--- src/rtl/ftdi_link_scheduler_pkg.sv ---
`default_nettype none
// ============================================================================
// Module      : ftdi_sched_pkg
// Description : Shared types and constants for the FTDI link scheduler.
//               sched_state_t - scheduler state encoding (also the debug value)
//               grant_t       - which window type was granted last
//               FLUSH_CYCLES  - length of the clear pulse sent to the FTDI core
// Revision    : 1.0 - initial release
// ============================================================================
package ftdi_sched_pkg;

    typedef enum logic [2:0] {
        IDLE  = 3'd0,
        LOAD  = 3'd1,
        WRITE = 3'd2,
        READ  = 3'd3,
        FLUSH = 3'd4
    } sched_state_t;

    typedef enum logic {
        GRANT_READ  = 1'b0,
        GRANT_WRITE = 1'b1
    } grant_t;

    localparam int FLUSH_CYCLES = 2;

endpackage : ftdi_sched_pkg
`default_nettype wire

--- src/rtl/ftdi_link_scheduler_sat_counter.sv ---
`default_nettype none
// ============================================================================
// Module      : sched_sat_counter
// Description : Saturating up-counter with synchronous clear. Holds at
//               all-ones instead of wrapping.
// Ports       : clock, reset_n (async, active-low)
//               i_clr   - synchronous clear (wins over i_en)
//               i_en    - count enable
//               o_count - current count
// Revision    : 1.0 - initial release
// ============================================================================
module sched_sat_counter #(
    parameter int W = 16
) (
    input  logic         clock,
    input  logic         reset_n,
    input  logic         i_clr,
    input  logic         i_en,
    output logic [W-1:0] o_count
);

    logic [W-1:0] r_count;

    always_ff @(posedge clock or negedge reset_n) begin
        if (!reset_n) begin
            r_count <= '0;
        end else if (i_clr) begin
            r_count <= '0;
        end else if (i_en && (r_count != {W{1'b1}})) begin
            r_count <= r_count + 1'b1;
        end
    end

    assign o_count = r_count;

endmodule : sched_sat_counter
`default_nettype wire

--- src/rtl/ftdi_link_scheduler.sv ---
`default_nettype none
// ============================================================================
// Module      : ftdi_link_scheduler
// Description : Time-slices the shared FTDI ADBUS between host->board read
//               windows and board->host packet write windows. Stages one
//               packet with load_1k, gates wr_en/rd_en, owns the FTDI clear,
//               and flushes the interface if a window stalls (watchdog).
// Ports       : clock, reset_n (async, active-low)
//               in : pkt_ready, host_rd_req, sw_abort, wrq_empty, rdq_full,
//                    rd_qsize[16:0]
//               out: load_1k, wr_en, rd_en, clear, pkt_sent, timeout_err,
//                    state_dbg[2:0]
//               FTDI_SCHED_STATS_EN adds pkt_count[15:0], rd_windows[15:0]
// Revision    : 1.0 - initial release
// ============================================================================
module ftdi_link_scheduler
    import ftdi_sched_pkg::*;
#(
    parameter int PKT_BYTES = 1024,
    parameter int WR_SLICE  = 2048,
    parameter int RD_SLICE  = 4096,
    parameter int RD_HIGH   = 120000,
    parameter int TIMEOUT   = 65535
) (
    input  logic        clock,
    input  logic        reset_n,
    input  logic        pkt_ready,
    input  logic        host_rd_req,
    input  logic        sw_abort,
    input  logic        wrq_empty,
    input  logic        rdq_full,
    input  logic [16:0] rd_qsize,
    output logic        load_1k,
    output logic        wr_en,
    output logic        rd_en,
    output logic        clear,
    output logic        pkt_sent,
    output logic        timeout_err,
`ifdef FTDI_SCHED_STATS_EN
    output logic [15:0] pkt_count,
    output logic [15:0] rd_windows,
`endif
    output logic [2:0]  state_dbg
);

    // Last cycle index of each timed state (counter starts at 0 on entry).
    localparam logic [16:0] c_load_last  = 17'(PKT_BYTES + 3);
    localparam logic [16:0] c_wr_last    = 17'(WR_SLICE - 1);
    localparam logic [16:0] c_rd_last    = 17'(RD_SLICE - 1);
    localparam logic [16:0] c_flush_last = 17'(FLUSH_CYCLES - 1);
    localparam logic [16:0] c_rd_high    = 17'(RD_HIGH);
    localparam logic [15:0] c_wd_last    = 16'(TIMEOUT - 1);

    generate
        if (PKT_BYTES < 1 || PKT_BYTES > 1024) begin : g_chk_pkt_bytes
            $error("PKT_BYTES must be in 1..1024");
        end
        if (RD_HIGH < 0 || RD_HIGH >= 131072) begin : g_chk_rd_high
            $error("RD_HIGH must be below 2^17");
        end
        if (WR_SLICE < 1 || WR_SLICE > 131072 || RD_SLICE < 1 || RD_SLICE > 131072) begin : g_chk_slices
            $error("WR_SLICE/RD_SLICE must be in 1..2^17");
        end
        if (TIMEOUT < 1 || TIMEOUT > 65535) begin : g_chk_timeout
            $error("TIMEOUT must be in 1..65535");
        end
    endgenerate

    sched_state_t r_state;
    sched_state_t w_next;
    grant_t       r_last_grant;

    logic [16:0] w_slice_cnt;
    logic [15:0] w_wd_cnt;
    logic        w_cnt_clr;
    logic        w_wd_active;
    logic        w_wd_trip;
    logic        w_cand_w;
    logic        w_cand_r;

    assign w_cand_w    = pkt_ready & ~wrq_empty;
    assign w_cand_r    = host_rd_req & ~rdq_full & (rd_qsize < c_rd_high);
    assign w_wd_active = (r_state == LOAD) || (r_state == WRITE) || (r_state == READ);
    assign w_wd_trip   = w_wd_active && (w_wd_cnt >= c_wd_last);
    // An abort into FLUSH while already in FLUSH restarts the clear pulse,
    // so the counters must clear even though the state does not change.
    assign w_cnt_clr   = (w_next != r_state) || sw_abort;

    sched_sat_counter #(.W(17)) u_slice_cnt (
        .clock   (clock),
        .reset_n (reset_n),
        .i_clr   (w_cnt_clr),
        .i_en    (1'b1),
        .o_count (w_slice_cnt)
    );

    sched_sat_counter #(.W(16)) u_wd_cnt (
        .clock   (clock),
        .reset_n (reset_n),
        .i_clr   (w_cnt_clr),
        .i_en    (w_wd_active),
        .o_count (w_wd_cnt)
    );

    always_comb begin
        w_next = r_state;
        case (r_state)
            IDLE: begin
                // Round robin: on contention, grant the type not served last.
                if (w_cand_w && (!w_cand_r || (r_last_grant == GRANT_READ))) begin
                    w_next = LOAD;
                end else if (w_cand_r) begin
                    w_next = READ;
                end
            end
            LOAD:  if (w_slice_cnt >= c_load_last) w_next = WRITE;
            WRITE: if (w_slice_cnt >= c_wr_last) w_next = IDLE;
            READ: begin
                if ((w_slice_cnt >= c_rd_last) || rdq_full ||
                    (rd_qsize >= c_rd_high) || !host_rd_req) begin
                    w_next = IDLE;
                end
            end
            FLUSH: if (w_slice_cnt >= c_flush_last) w_next = IDLE;
            default: w_next = IDLE;
        endcase
        if (w_wd_trip) w_next = FLUSH;
        if (sw_abort)  w_next = FLUSH;
    end

    // Outputs are registered from the next state so they line up exactly
    // with the state register (Moore timing, no combinational paths out).
    always_ff @(posedge clock or negedge reset_n) begin
        if (!reset_n) begin
            r_state      <= IDLE;
            r_last_grant <= GRANT_READ;
            load_1k      <= 1'b0;
            wr_en        <= 1'b0;
            rd_en        <= 1'b0;
            clear        <= 1'b0;
            pkt_sent     <= 1'b0;
            timeout_err  <= 1'b0;
        end else begin
            r_state  <= w_next;
            load_1k  <= (r_state == IDLE) && (w_next == LOAD);
            wr_en    <= (w_next == WRITE);
            rd_en    <= (w_next == READ);
            clear    <= (w_next == FLUSH);
            pkt_sent <= (r_state == WRITE) && (w_next == IDLE);
            if ((r_state == WRITE) && (w_next == IDLE)) begin
                r_last_grant <= GRANT_WRITE;
            end else if ((r_state == READ) && (w_next == IDLE)) begin
                r_last_grant <= GRANT_READ;
            end
            // An abort in the same cycle takes precedence over the watchdog.
            if (w_wd_trip && !sw_abort) begin
                timeout_err <= 1'b1;
            end
        end
    end

    assign state_dbg = r_state;

`ifdef FTDI_SCHED_STATS_EN
    always_ff @(posedge clock or negedge reset_n) begin
        if (!reset_n) begin
            pkt_count  <= '0;
            rd_windows <= '0;
        end else if (w_next == FLUSH) begin
            pkt_count  <= '0;
            rd_windows <= '0;
        end else begin
            if ((r_state == WRITE) && (w_next == IDLE)) begin
                pkt_count <= pkt_count + 16'd1;
            end
            if ((r_state != READ) && (w_next == READ)) begin
                rd_windows <= rd_windows + 16'd1;
            end
        end
    end
`endif

endmodule : ftdi_link_scheduler
`default_nettype wire

--- config.mk ---
export PLATFORM = sky130hd
export DESIGN_NAME = ftdi_link_scheduler
export DESIGN_NICKNAME = d
export VERILOG_FILES = /design/src/rtl/ftdi_link_scheduler_pkg.sv /design/src/rtl/ftdi_link_scheduler_sat_counter.sv /design/src/rtl/ftdi_link_scheduler.sv
export SDC_FILE = /design/constraint.sdc
export NUM_CORES = 1
export LEC_CHECK = 0
export BUFFER_PORTS_ARGS = -buffer_cell sky130_fd_sc_hd__buf_2
export CAP_MARGIN = 10
export CORE_MARGIN = 1.5
export CORE_UTILIZATION = 35
export CTS_CLUSTER_SIZE = 20
export DETAILED_ROUTE_END_ITERATION = 7
export GPL_TIMING_DRIVEN = 1
export PLACE_DENSITY = 0.54
export SLEW_MARGIN = 20
export SYNTH_ARGS = -nofsm -noshare
export SYNTH_HDL_FRONTEND = slang
export SYNTH_HIERARCHICAL = 1
export SYNTH_SLANG_ARGS = --single-unit
--- constraint.sdc ---
create_clock -name clock -period 4.31 [get_ports clock]
set_input_delay 0.431 -clock clock [delete_from_list [all_inputs] [get_ports clock]]
set_output_delay 0.431 -clock clock [all_outputs]
set_load 0.02 [all_outputs]
==> results of run 1 <==
per-stage QoR:
stage                     instance area [sq um]  hold WS, ns  std cells  utilization, %
after floorplan                            2555       0.1354        269               -
after global placement                     2775       0.4561        384           40.18
after detailed placement                   2775       0.4798        384           40.18
after CTS                                  2875       0.3257        392           41.63
after global routing                       2878       0.1532        392           41.67
final                                      2878       0.1156        392           41.67
worst min path at each step:
stage	startpoint	endpoint	slack (ns)
after floorplan	reset_n	clear	0.14
after global placement	timeout_err	timeout_err	0.46
after detailed placement	timeout_err	timeout_err	0.48
after CTS	reset_n	u_slice_cnt/o_count[13]	0.33
after global routing	reset_n	u_slice_cnt/o_count[12]	0.15
final	reset_n	u_slice_cnt/o_count[14]	0.12
cells in the mapped netlist, drive strengths merged (7+ instances only):
library cell / number
or4: 8
nand4: 18
nor2: 23
a21oi: 17
nand3: 11
nor4: 16
o31ai: 8
nor2b: 7
nor3: 9
o21ai: 13
dfrtp: 43
xnor2: 9
or3: 7
nand2: 22
worst register-to-register path: stages, from the launching register on:
cell and delay (ns):
dfrtp_1 0.49, nor4_1 0.45, a31oi_1 0.24, or3b_1 0.44, o221a_2 0.16, nand4_1 0.10, o211a_1 0.50, buf_4 0.37
nor2_1 0.09
cells by family after synthesis:
group | count (synthesis)
simple gates | 139
compound gates | 48
flops | 43
buf+inv | 15
xor+xnor | 13
mux | 4
fa+ha+maj | 3
other cells | 1
state kept, by name, summed over array words and instances (netlist names):
register,count
rd_en,1
wr_en,1
timeout_err,1
clear,1
r_last_grant,1
u_wd_cnt/o_count,16
pkt_sent,1
load_1k,1
u_slice_cnt/o_count,17
state_dbg,3
cell type report:
| type | count | area, sq um | share of cell area [%] |
|---|---|---|---|
| Tap cell | 96 | 120.1 | 4.174 |
| Inverter | 7 | 26.28 | 0.9130 |
| Sequential cell | 43 | 1076 | 37.39 |
| Multi-Input combinational cell | 211 | 1415 | 49.17 |
| Clock buffer | 8 | 100.1 | 3.478 |
| Timing Repair Buffer | 27 | 140.1 | 4.870 |
routing by layer:
metal | vias to the layer above | part of all wire, %
met5 | - | 0
met4 | 0 | 0.61
met3 | 2 | 3.2
met2 | 36 | 47
met1 | 994 | 49
li1 | 1051 | -
report_power, final:
part	internal, mW	switching, mW	total, mW
clock network	0.146	0.135	0.282
registers	0.423	0.0314	0.454
logic	0.0717	0.143	0.215
==> summary.md, run 1 <==
| Metric | Value |
|---|---|
| Number of buffers and inverters on the critical path | `1` |
| Cell types with the largest area share after synthesis | `dfrtp_1, nand4_1, nor2_1` |
| R2R Path End | `u_slice_cnt/o_count[6]` |
| Number of buffers inserted during clock tree synthesis | `5` |
| Number of failing setup endpoints in the final timing report | `0` |
| Maximum fanout along the worst path | `22` |
| Dominant combinational cell family by area after synthesis | `simple AND/OR/NAND/NOR gates` |
| Area delta synth->final | `13.13%` |
| Prevailing post-synth register cell | `dfrtp_1` |
| First element of the critical path | `u_slice_cnt/o_count[3]` |
| IR drop worst, VDD | `176.8 uV` |
| Sum of routed wire length over all layers | `~5400 microns` |
| Termination of the worst setup path | `u_slice_cnt/o_count[6]` |
| 1st-pass router iterations | `4` |
| Area share of fa/ha/maj cells after synthesis | `about 1.5%` |
| IO Port Bufs | `26` |
| Area of the core region | `a little under 7000 sq um` |
| Post-synthesis sequential area ratio | `about 42%` |
| # clock sinks | `43` |
| Critical path class | `flop to flop` |
| Compound-Gate Fraction of Synth Area | `a little over an eighth` |
| Routed WL per cell | `~14 microns` |
| Number of vias per cell after detailed routing | `between 5 and 6` |
| Num ports | `33` |
| Clk Latency, worst-skew pair | `between 0.2 and 0.3 ns` |
| Share of cell area taken by muxes after synthesis | `roughly 1.8%` |
| FILL cells | `697` |
| Number of nets in the finished design | `322` |
| RSZ-0062 raised after global routing | `false` |
| Detailed Route Iter0 Violations | `86` |
| Fraction of synthesized cell area in xor and xnor cells | `4.476%` |
| Clk pin slew, worst setup/hold paths | `0.08 ns` |
| Via count of the first global-routing pass | `a little under 2k` |
| Post-layout minimum cycle time | `just under 3 ns` |
| Initial core utilization | `36.83%` |
| Crit path required time | `4.48 ns` |
| Cell Chain, Critical Path | `nor4_1 > a31oi_1 > or3b_1 > o221a_2 > nand4_1 > o211a_1 > buf_4 > nor2_1` |
| Achievable frequency | `0.3382 GHz` |
| Placement row count | `30` |
| Quantity of gates resized following cts | `0` |
| Number of synthesis warnings | `6` |
| Synthesized flop and latch total | `43` |
| DRC errors left | `0` |
| Cell Area, Synth | `about 2500 sq um` |
| Layout cells sized above 1 | `approximately a fifth` |
| Dominant cell type by area after synthesis | `dfrtp_1` |
| Total via count in the routed design | `between 2k and 2.5k` |
| Async set-reset flop share out of synthesis | `100.0%` |
| Crit path max-delay family | `simple AND/OR/NAND/NOR gates` |
| Relative slew margins | `about 41%` |
| Pwr dens | `330.4 nW/um^2` |
| Data arrival time of the critical path | `roughly 3.1 ns` |
| Peak-usage layer in the global routing report | `met2` |
| Antenna violations before repair | `0` |
| Clock H-tree levels | `2` |
| Commonest non-fill, non-tap cell in the layout | `dfrtp_1` |
| Detailed Place HPWL | `3810 microns` |
| Total Neg Setup Slack | `0 ns` |
| Final worst-path setup slack | `1.353 ns` |
| Hold Crit Class | `primary input to asynchronous set/reset pin` |
| Final period utilization | `68.61%` |
| Max Root-Sink Buffers | `2` |
| R2r setup slk | `approximately 1.4 ns` |
| Die outline area | `7788 sq um` |
| Fraction of post-synthesis cell area in the top cell type by area | `42.30%` |
| Global Route met2 Usage | `24.64%` |
| Highest cell delay on the worst timing path | `0.50 ns` |
| M1 GR Usage | `between 20% and 30%` |
| Clock tree from TritonCTS | `built` |
| Static Leak | `1.132 nW` |
| Pin count of the biggest net entering global routing | `44` |
| Leftover overflow at the end of global routing | `0` |
| Max-slew violations | `0` |
| Worst Max-Slew Pin Slew | `about 0.9 ns` |
| DP Worst Slack | `approximately 1.4 ns` |
| Yosys cell types | `57` |
| Remaining number of nets flagged by the antenna check after routing | `0` |
| Highest-delay cell along the critical path | `o211a_1` |
| Overall die height | `88.25 microns` |
| Launch instance of the worst register-to-register path | `u_slice_cnt/o_count[3]` |
| Max-cap viol count | `0` |
| Total count of hold-check failures in the final report | `0` |
| GRT Util Overall | `approximately 15%` |
| Stages on the worst setup path | `8` |
| Simple-gate share of the synthesized area | `about a third` |
| Total chip power | `0.9509 mW` |
| Top library cells by usage in the layout, fill and taps aside | `dfrtp_1, buf_2, nor2_1` |
| Number of inserted diodes | `0` |
| GP Congestion | `about 0.74` |
| Count of flip-flops with a built-in enable after synthesis | `0` |
| Capturing element type of the critical path | `flop` |
| Number of cells on the worst reg-to-reg path | `8` |
| Per-instance average area after synthesis | `roughly 9.6 sq um` |
| Hold_buf cts | `0` |
| Startpoint types | `flop` |
| Outcome | `complete, no violations` |
| Skew final | `approximately 0.0065 ns` |
| GR met3 Demand/Resource | `between 2 and 3%` |
| Width of the die | `slightly below 90 microns` |
| Post-CTS Setup Bufs | `0` |
| Root cell of the clock tree | `clkbuf_8` |
| Instance count of the mapped netlist | `266` |
| Wire length of the first global-routing pass | `approximately 9400 microns` |
No activity file was read; power rests on OpenSTA's default activity.
==> inputs of run 2 (changes only) <==
Clock period 4.31 ns to 2.8 ns, I/O delays scaled along.
==> run 2 against run 1 <==
  * The run now ends with hold timing left
  * Worst hold slack worse by 0.15 ns
  * Critical path depth unchanged
  * Clock skew grew 0.0023 ns
  * Global-route usage increased by 0.23 points
  * Power up 56%
  * First-iteration DRC count down 2.3%
  * Critical path type unchanged
  * Critical endpoint is now u_wd_cnt/o_count[13]
  * Worst setup slack worse by 1.1 ns
  * Register-to-register slack worse by 1.1 ns
==> summary.md, run 2 (synthesis results as in run 1) <==
| Metric | Value |
|---|---|
| Max Root-Sink Buffers | `2` |
| Clock tree from TritonCTS | `built` |
| Skew final | `around 0.009 ns` |
| Hold Crit Class | `primary input to asynchronous set/reset pin` |
| Width of the die | `about 88 microns` |
| Area delta synth->final | `16.38%` |
| Initial core utilization | `between 30% and 40%` |
| Remaining number of nets flagged by the antenna check after routing | `0` |
| Worst Max-Slew Pin Slew | `around 0.58 ns` |
| Number of vias per cell after detailed routing | `approximately 5.3` |
| Number of cells on the worst reg-to-reg path | `8` |
| Number of inserted diodes | `0` |
| Total Neg Setup Slack | `0 ns` |
| Static Leak | `1.181 nW` |
| Max-cap viol count | `0` |
| Post-layout minimum cycle time | `2.592 ns` |
| Via count of the first global-routing pass | `1,976` |
| Area occupied by registers | `~1100 sq um` |
| Area of the core region | `6907 sq um` |
| Relative slew margins | `about three fifths` |
| Data arrival time of the critical path | `approximately 2.8 ns` |
| Root cell of the clock tree | `clkbuf_8` |
| Number of nets in the finished design | `~330` |
| Clock H-tree levels | `2` |
| Critical path class | `flop to flop` |
| Routed WL per cell | `13.37 microns` |
| Violations in the final reports | `hold timing` |
| Number of buffers inserted during clock tree synthesis | `5` |
| Commonest non-fill, non-tap cell in the layout | `dfrtp_1` |
| Maximum fanout along the worst path | `13` |
| Leftover overflow at the end of global routing | `0` |
| Layout cells sized above 1 | `between 20% and 30%` |
| Post-Layout Cell Count | `between 400 and 500` |
| FILL cells | `between 700 and 800` |
| Highest-delay cell along the critical path | `dfrtp_1` |
| Die outline area | `just under 8000 sq um` |
| Number of failing setup endpoints in the final timing report | `0` |
| Highest cell delay on the worst timing path | `around 0.45 ns` |
| GRT Util Overall | `between 10% and 20%` |
| Overall die height | `slightly below 90 microns` |
| Pin count of the biggest net entering global routing | `between 40 and 50` |
| Post-Route Hold Slack | `-0.03752 ns` |
| Achievable frequency | `0.3858 GHz` |
| Sum of routed wire length over all layers | `around 5400 microns` |
| DP Cell Count | `396` |
| Cell Chain, Critical Path | `nor4_1 > a31oi_1 > or3b_1 > o221a_2 > nand4_1 > o211a_2 > nor2_1 > mux2_1` |
| GP Congestion | `between 0.7 and 0.8` |
| DRC errors left | `0` |
| Final period utilization | `between 90% and 100%` |
| Num ports | `33` |
| IO Port Bufs | `26` |
| Antenna violations before repair | `0` |
| Placement row count | `30` |
| Startpoint types | `flop` |
| R2r setup slk | `a little over 0.2 ns` |
| Detailed Route Iter0 Violations | `84` |
| Total count of hold-check failures in the final report | `43` |
| First element of the critical path | `u_slice_cnt/o_count[9]` |
| Pwr dens | `about 500 nW/um^2` |
| Multi-input combinational cell area | `between 1000 and 1500 sq um` |
| Top library cells by usage in the layout, fill and taps aside | `dfrtp_1, buf_2, nor2_1` |
| Flip-flop count of the largest register after layout | `17` |
| Capturing element type of the critical path | `flop` |
| Outcome | `finished, violations left` |
| Total via count in the routed design | `about 2.1k` |
| Post-CTS Setup Bufs | `0` |
| Detailed Place HPWL | `3979 microns` |
| IR drop worst, VDD | `approximately 200 uV` |
| Termination of the worst setup path | `u_wd_cnt/o_count[13]` |
| Launch instance of the worst register-to-register path | `u_slice_cnt/o_count[9]` |
| Wire length of the first global-routing pass | `roughly 9500 microns` |
| Max-slew violations | `0` |
| Clk pin slew, worst setup/hold paths | `0.09 ns` |
| Clk Latency, worst-skew pair | `0.30 ns` |
| 1st-pass router iterations | `4` |
| # clock sinks | `between 40 and 50` |
| R2R Path End | `u_wd_cnt/o_count[13]` |
| Crit path required time | `between 2 and 3 ns` |
| RSZ-0062 raised after global routing | `false` |
run 2: worst max-delay path: cells and delay by family (launching register included):
kind	cells	cell delay, ns
compound gates	3	0.69
simple gates	4	1.06
flops	1	0.45
mux	1	0.29
run 2: repair_timing:
action	4_1_cts	5_1_grt
hold buffers	0	0
gates resized for setup	0	1
setup endpoints to repair	0	11
run 2: how the worst min path moves through the flow:
stage	startpoint	endpoint	depth (start not counted)
finish	reset_n	u_slice_cnt/o_count[15]	1
global route	reset_n	u_slice_cnt/o_count[15]	1
CTS	reset_n	timeout_err	1
detailed placement	timeout_err	timeout_err	1
global placement	timeout_err	timeout_err	1
floorplan	reset_n	clear	0
run 2: metrics by stage:
stage	hold slack [ns]	util [%]	setup slack [ns]	power (mW)	area, sq um
after floorplan	-0.01559	-	0.2707	0.9389	2555
after global placement	0.4596	41.49	0.1234	1.086	2865
after detailed placement	0.4572	41.49	0.1069	1.088	2865
after CTS	0.1704	42.83	0.09476	1.509	2958
after global routing	0.006553	42.86	0.06839	1.587	2960
final	-0.03752	42.86	0.2077	1.480	2960
run 2: area by class of cell:
| cell class | instances | share of cell area (%) |
|---|---|---|
| clock buffer | 5 | 2.325 |
| multi-input combinational | 211 | 47.80 |
| inverter | 7 | 0.8876 |
| sequential | 43 | 36.35 |
| tap | 96 | 4.057 |
| timing repair buffer | 39 | 7.777 |
| clock inverter | 3 | 0.8030 |
run 2: routing by layer:
metal	vias up	GRT usage, %	share of wire (%)
li1	1080	-	-
met5	-	0	0
met1	1016	21.18	50
met2	44	25.40	46
met4	0	3.835	0.61
met3	2	3.172	3.3
run 2: report_power, final:
part,switching [mW],internal [mW]
Clock,0.232,0.179
Combinational,0.239,0.145
Sequential,0.0348,0.651
Total,0.505,0.974
==> inputs of run 3 (changes only) <==
Clock period 2.8 ns to 2.5 ns, I/O delays scaled along.
==> run 3 against run 2 <==
  * Critical path type unchanged
  * Sequential share of layout area decreased by 3.4 points
  * Power increased by 36%
  * Clock-buffer cell count unchanged
  * First-iteration DRC count decreased by 8.3%
  * The flow now finishes without violations
  * Sequential power increased by 12%
  * Maximum frequency increased by 7.5%
  * Combinational power increased by 54%
  * Largest power group unchanged
  * Worst hold slack improved by 0.18 ns
  * Global-route usage increased by 0.45 points
==> summary.md, run 3 (synthesis results as in run 1) <==
| Metric | Value |
|---|---|
| Skew final | `0.009291 ns` |
| Data arrival time of the critical path | `between 2 and 3 ns` |
| Clk pin slew, worst setup/hold paths | `around 0.090 ns` |
| Number of cells on the worst reg-to-reg path | `10` |
| Post-Layout Cell Count | `425` |
| IR drop worst, VDD | `~330 uV` |
| Number of vias per cell after detailed routing | `~5.2` |
| Launch instance of the worst register-to-register path | `u_slice_cnt/o_count[6]` |
| Number of inserted diodes | `0` |
| Flip-flop count of the largest register after layout | `17` |
| Static Leak | `about 1.3 nW` |
| Wire length of the first global-routing pass | `a little under 10,000 microns` |
| DP Worst Slack | `~0.027 ns` |
| Final worst-path setup slack | `approximately 0.09 ns` |
| Relative slew margins | `60.80%` |
| Sum of routed wire length over all layers | `5873 microns` |
| Root cell of the clock tree | `clkbuf_8` |
| Achievable frequency | `approximately 0.41 GHz` |
| Via count of the first global-routing pass | `just over 2k` |
| DP Cell Count | `approximately 400` |
| WHS Path Cells | `2` |
| Area of the core region | `a little under 7000 sq um` |
| Worst Max-Slew Pin Slew | `0.5874 ns` |
| Hold-critical path endpoint | `timeout_err` |
| Die outline area | `about 8000 sq um` |
| Min-delay src | `sw_abort` |
| Overall die height | `between 80 and 90 microns` |
| Max Root-Sink Buffers | `2` |
| Leftover overflow at the end of global routing | `0` |
| Number of nets in the finished design | `roughly 360` |
| GP Congestion | `slightly below 0.8` |
| Number of buffers inserted during clock tree synthesis | `5` |
| IO Port Bufs | `26` |
| Total via count in the routed design | `2,220` |
| Remaining number of nets flagged by the antenna check after routing | `0` |
| Area delta synth->final | `28.43%` |
| Clk Latency, worst-skew pair | `about 0.30 ns` |
| Max-slew violations | `0` |
| Initial core utilization | `between 30% and 40%` |
| Outcome | `complete, no violations` |
| Width of the die | `about 90 microns` |
| 1st-pass router iterations | `4` |
| FILL cells | `680` |
| Startpoint types | `flop` |
| Pwr dens | `a little over 600 nW/um^2` |
| Share of the core filled with cells | `about 47%` |
| GRT Util Overall | `about 16%` |
| RSZ-0062 raised after global routing | `true` |
| Maximum fanout along the worst path | `8` |
| Final period utilization | `96.42%` |
| Number of failing setup endpoints in the final timing report | `0` |
| R2r setup slk | `approximately 0.09 ns` |
| Detailed Route Iter0 Violations | `77` |
| Commonest non-fill, non-tap cell in the layout | `dfrtp_1` |
| Post-placement cell area | `roughly 3000 sq um` |
| Multi-input combinational cell area | `~1500 sq um` |
| DRC errors left | `0` |
| Post-layout minimum cycle time | `~2.4 ns` |
| Layout cells sized above 1 | `29.79%` |
| Clock H-tree levels | `2` |
| Detailed Place HPWL | `4222 microns` |
| Capturing element type of the critical path | `flop` |
| Max-cap viol count | `0` |
| Total count of hold-check failures in the final report | `0` |
| Critical path class | `flop to flop` |
| Num ports | `33` |
| Hold Crit Class | `primary input to flop` |
| R2R Path End | `u_wd_cnt/o_count[4]` |
| Post-Route Hold Slack | `~0.14 ns` |
| Pin count of the biggest net entering global routing | `44` |
| Placement row count | `30` |
| Post-route cell area | `approximately 3300 sq um` |
| Routed WL per cell | `between 10 and 15 microns` |
| Top library cells by usage in the layout, fill and taps aside | `dfrtp_1, buf_4, buf_2` |
| Antenna violations before repair | `0` |
| Clock tree from TritonCTS | `built` |
| # clock sinks | `43` |
| Area occupied by registers | `around 1100 sq um` |
| Crit path required time | `about 2.7 ns` |
==> run 3: final cells by class <==
type / instances / share of cell area, %
Clock buffer: 5 / 2.106
Clock inverter: 3 / 2.068
Inverter: 7 / 0.8043
Multi-Input combinational cell: 211 / 45.08
Sequential cell: 43 / 32.94
Tap cell: 96 / 3.677
Timing Repair Buffer: 60 / 13.33
==> run 3: how the worst max path moves through the flow <==
stage | slack (ns) | depth (start not counted) | from | to
CTS | 0.06 | 10 | u_slice_cnt/o_count[7] | u_wd_cnt/o_count[9]
floorplan | 0.02 | 9 | u_slice_cnt/o_count[6] | u_slice_cnt/o_count[0]
finish | 0.09 | 10 | u_slice_cnt/o_count[6] | u_wd_cnt/o_count[4]
detailed placement | 0.03 | 9 | u_slice_cnt/o_count[9] | u_wd_cnt/o_count[9]
global placement | 0.07 | 9 | u_slice_cnt/o_count[9] | u_wd_cnt/o_count[15]
global route | -0.008 | 10 | u_slice_cnt/o_count[6] | u_wd_cnt/o_count[4]
==> run 3: worst max-delay path, cell delays in order (launching register included) <==
cell	delay, ns
dfrtp_1	0.38
buf_6	0.12
nand4_1	0.10
or4_4	0.60
a21oi_4	0.19
o221a_4	0.19
nand4_1	0.09
o211a_4	0.19
clkbuf_16	0.16
buf_8	0.13
a211oi_2	0.18
==> run 3: through the flow <==
step / setup TNS (ns) / power (mW)
2_1_floorplan: 0 / 1.056
3_3_place_gp: 0 / 1.270
3_5_place_dp: 0 / 1.275
4_1_cts: 0 / 1.936
5_1_grt: -0.008161 / 2.117
6_report: 0 / 2.010
==> run 3: power by group <==
group / internal, mW / switching (mW) / total, mW
logic: 0.280 / 0.311 / 0.591
registers: 0.729 / 0.0369 / 0.766
clock network: 0.399 / 0.255 / 0.653
==> run 3: metal layers <==
metal / track usage [%] / vias to the layer above / part of all wire (%)
li1: - / 1115 / -
met1: 21.62 / 1072 / 48
met2: 26.02 / 31 / 50
met3: 2.985 / 2 / 2.3
met4: 4.972 / 0 / 0.34
met5: 0 / - / 0
==> run 3: timing repair <==
| action | CTS | global route |
|---|---|---|
| cloned | 0 | 1 |
| hold endpoints to repair | 0 | 32 |
| endpoints found under the setup margin | 1 | 27 |
| setup buffers | 0 | 4 |
| pin swaps | 0 | 8 |
| resized for setup | 1 | 12 |
| hold buffers | 0 | 1 |
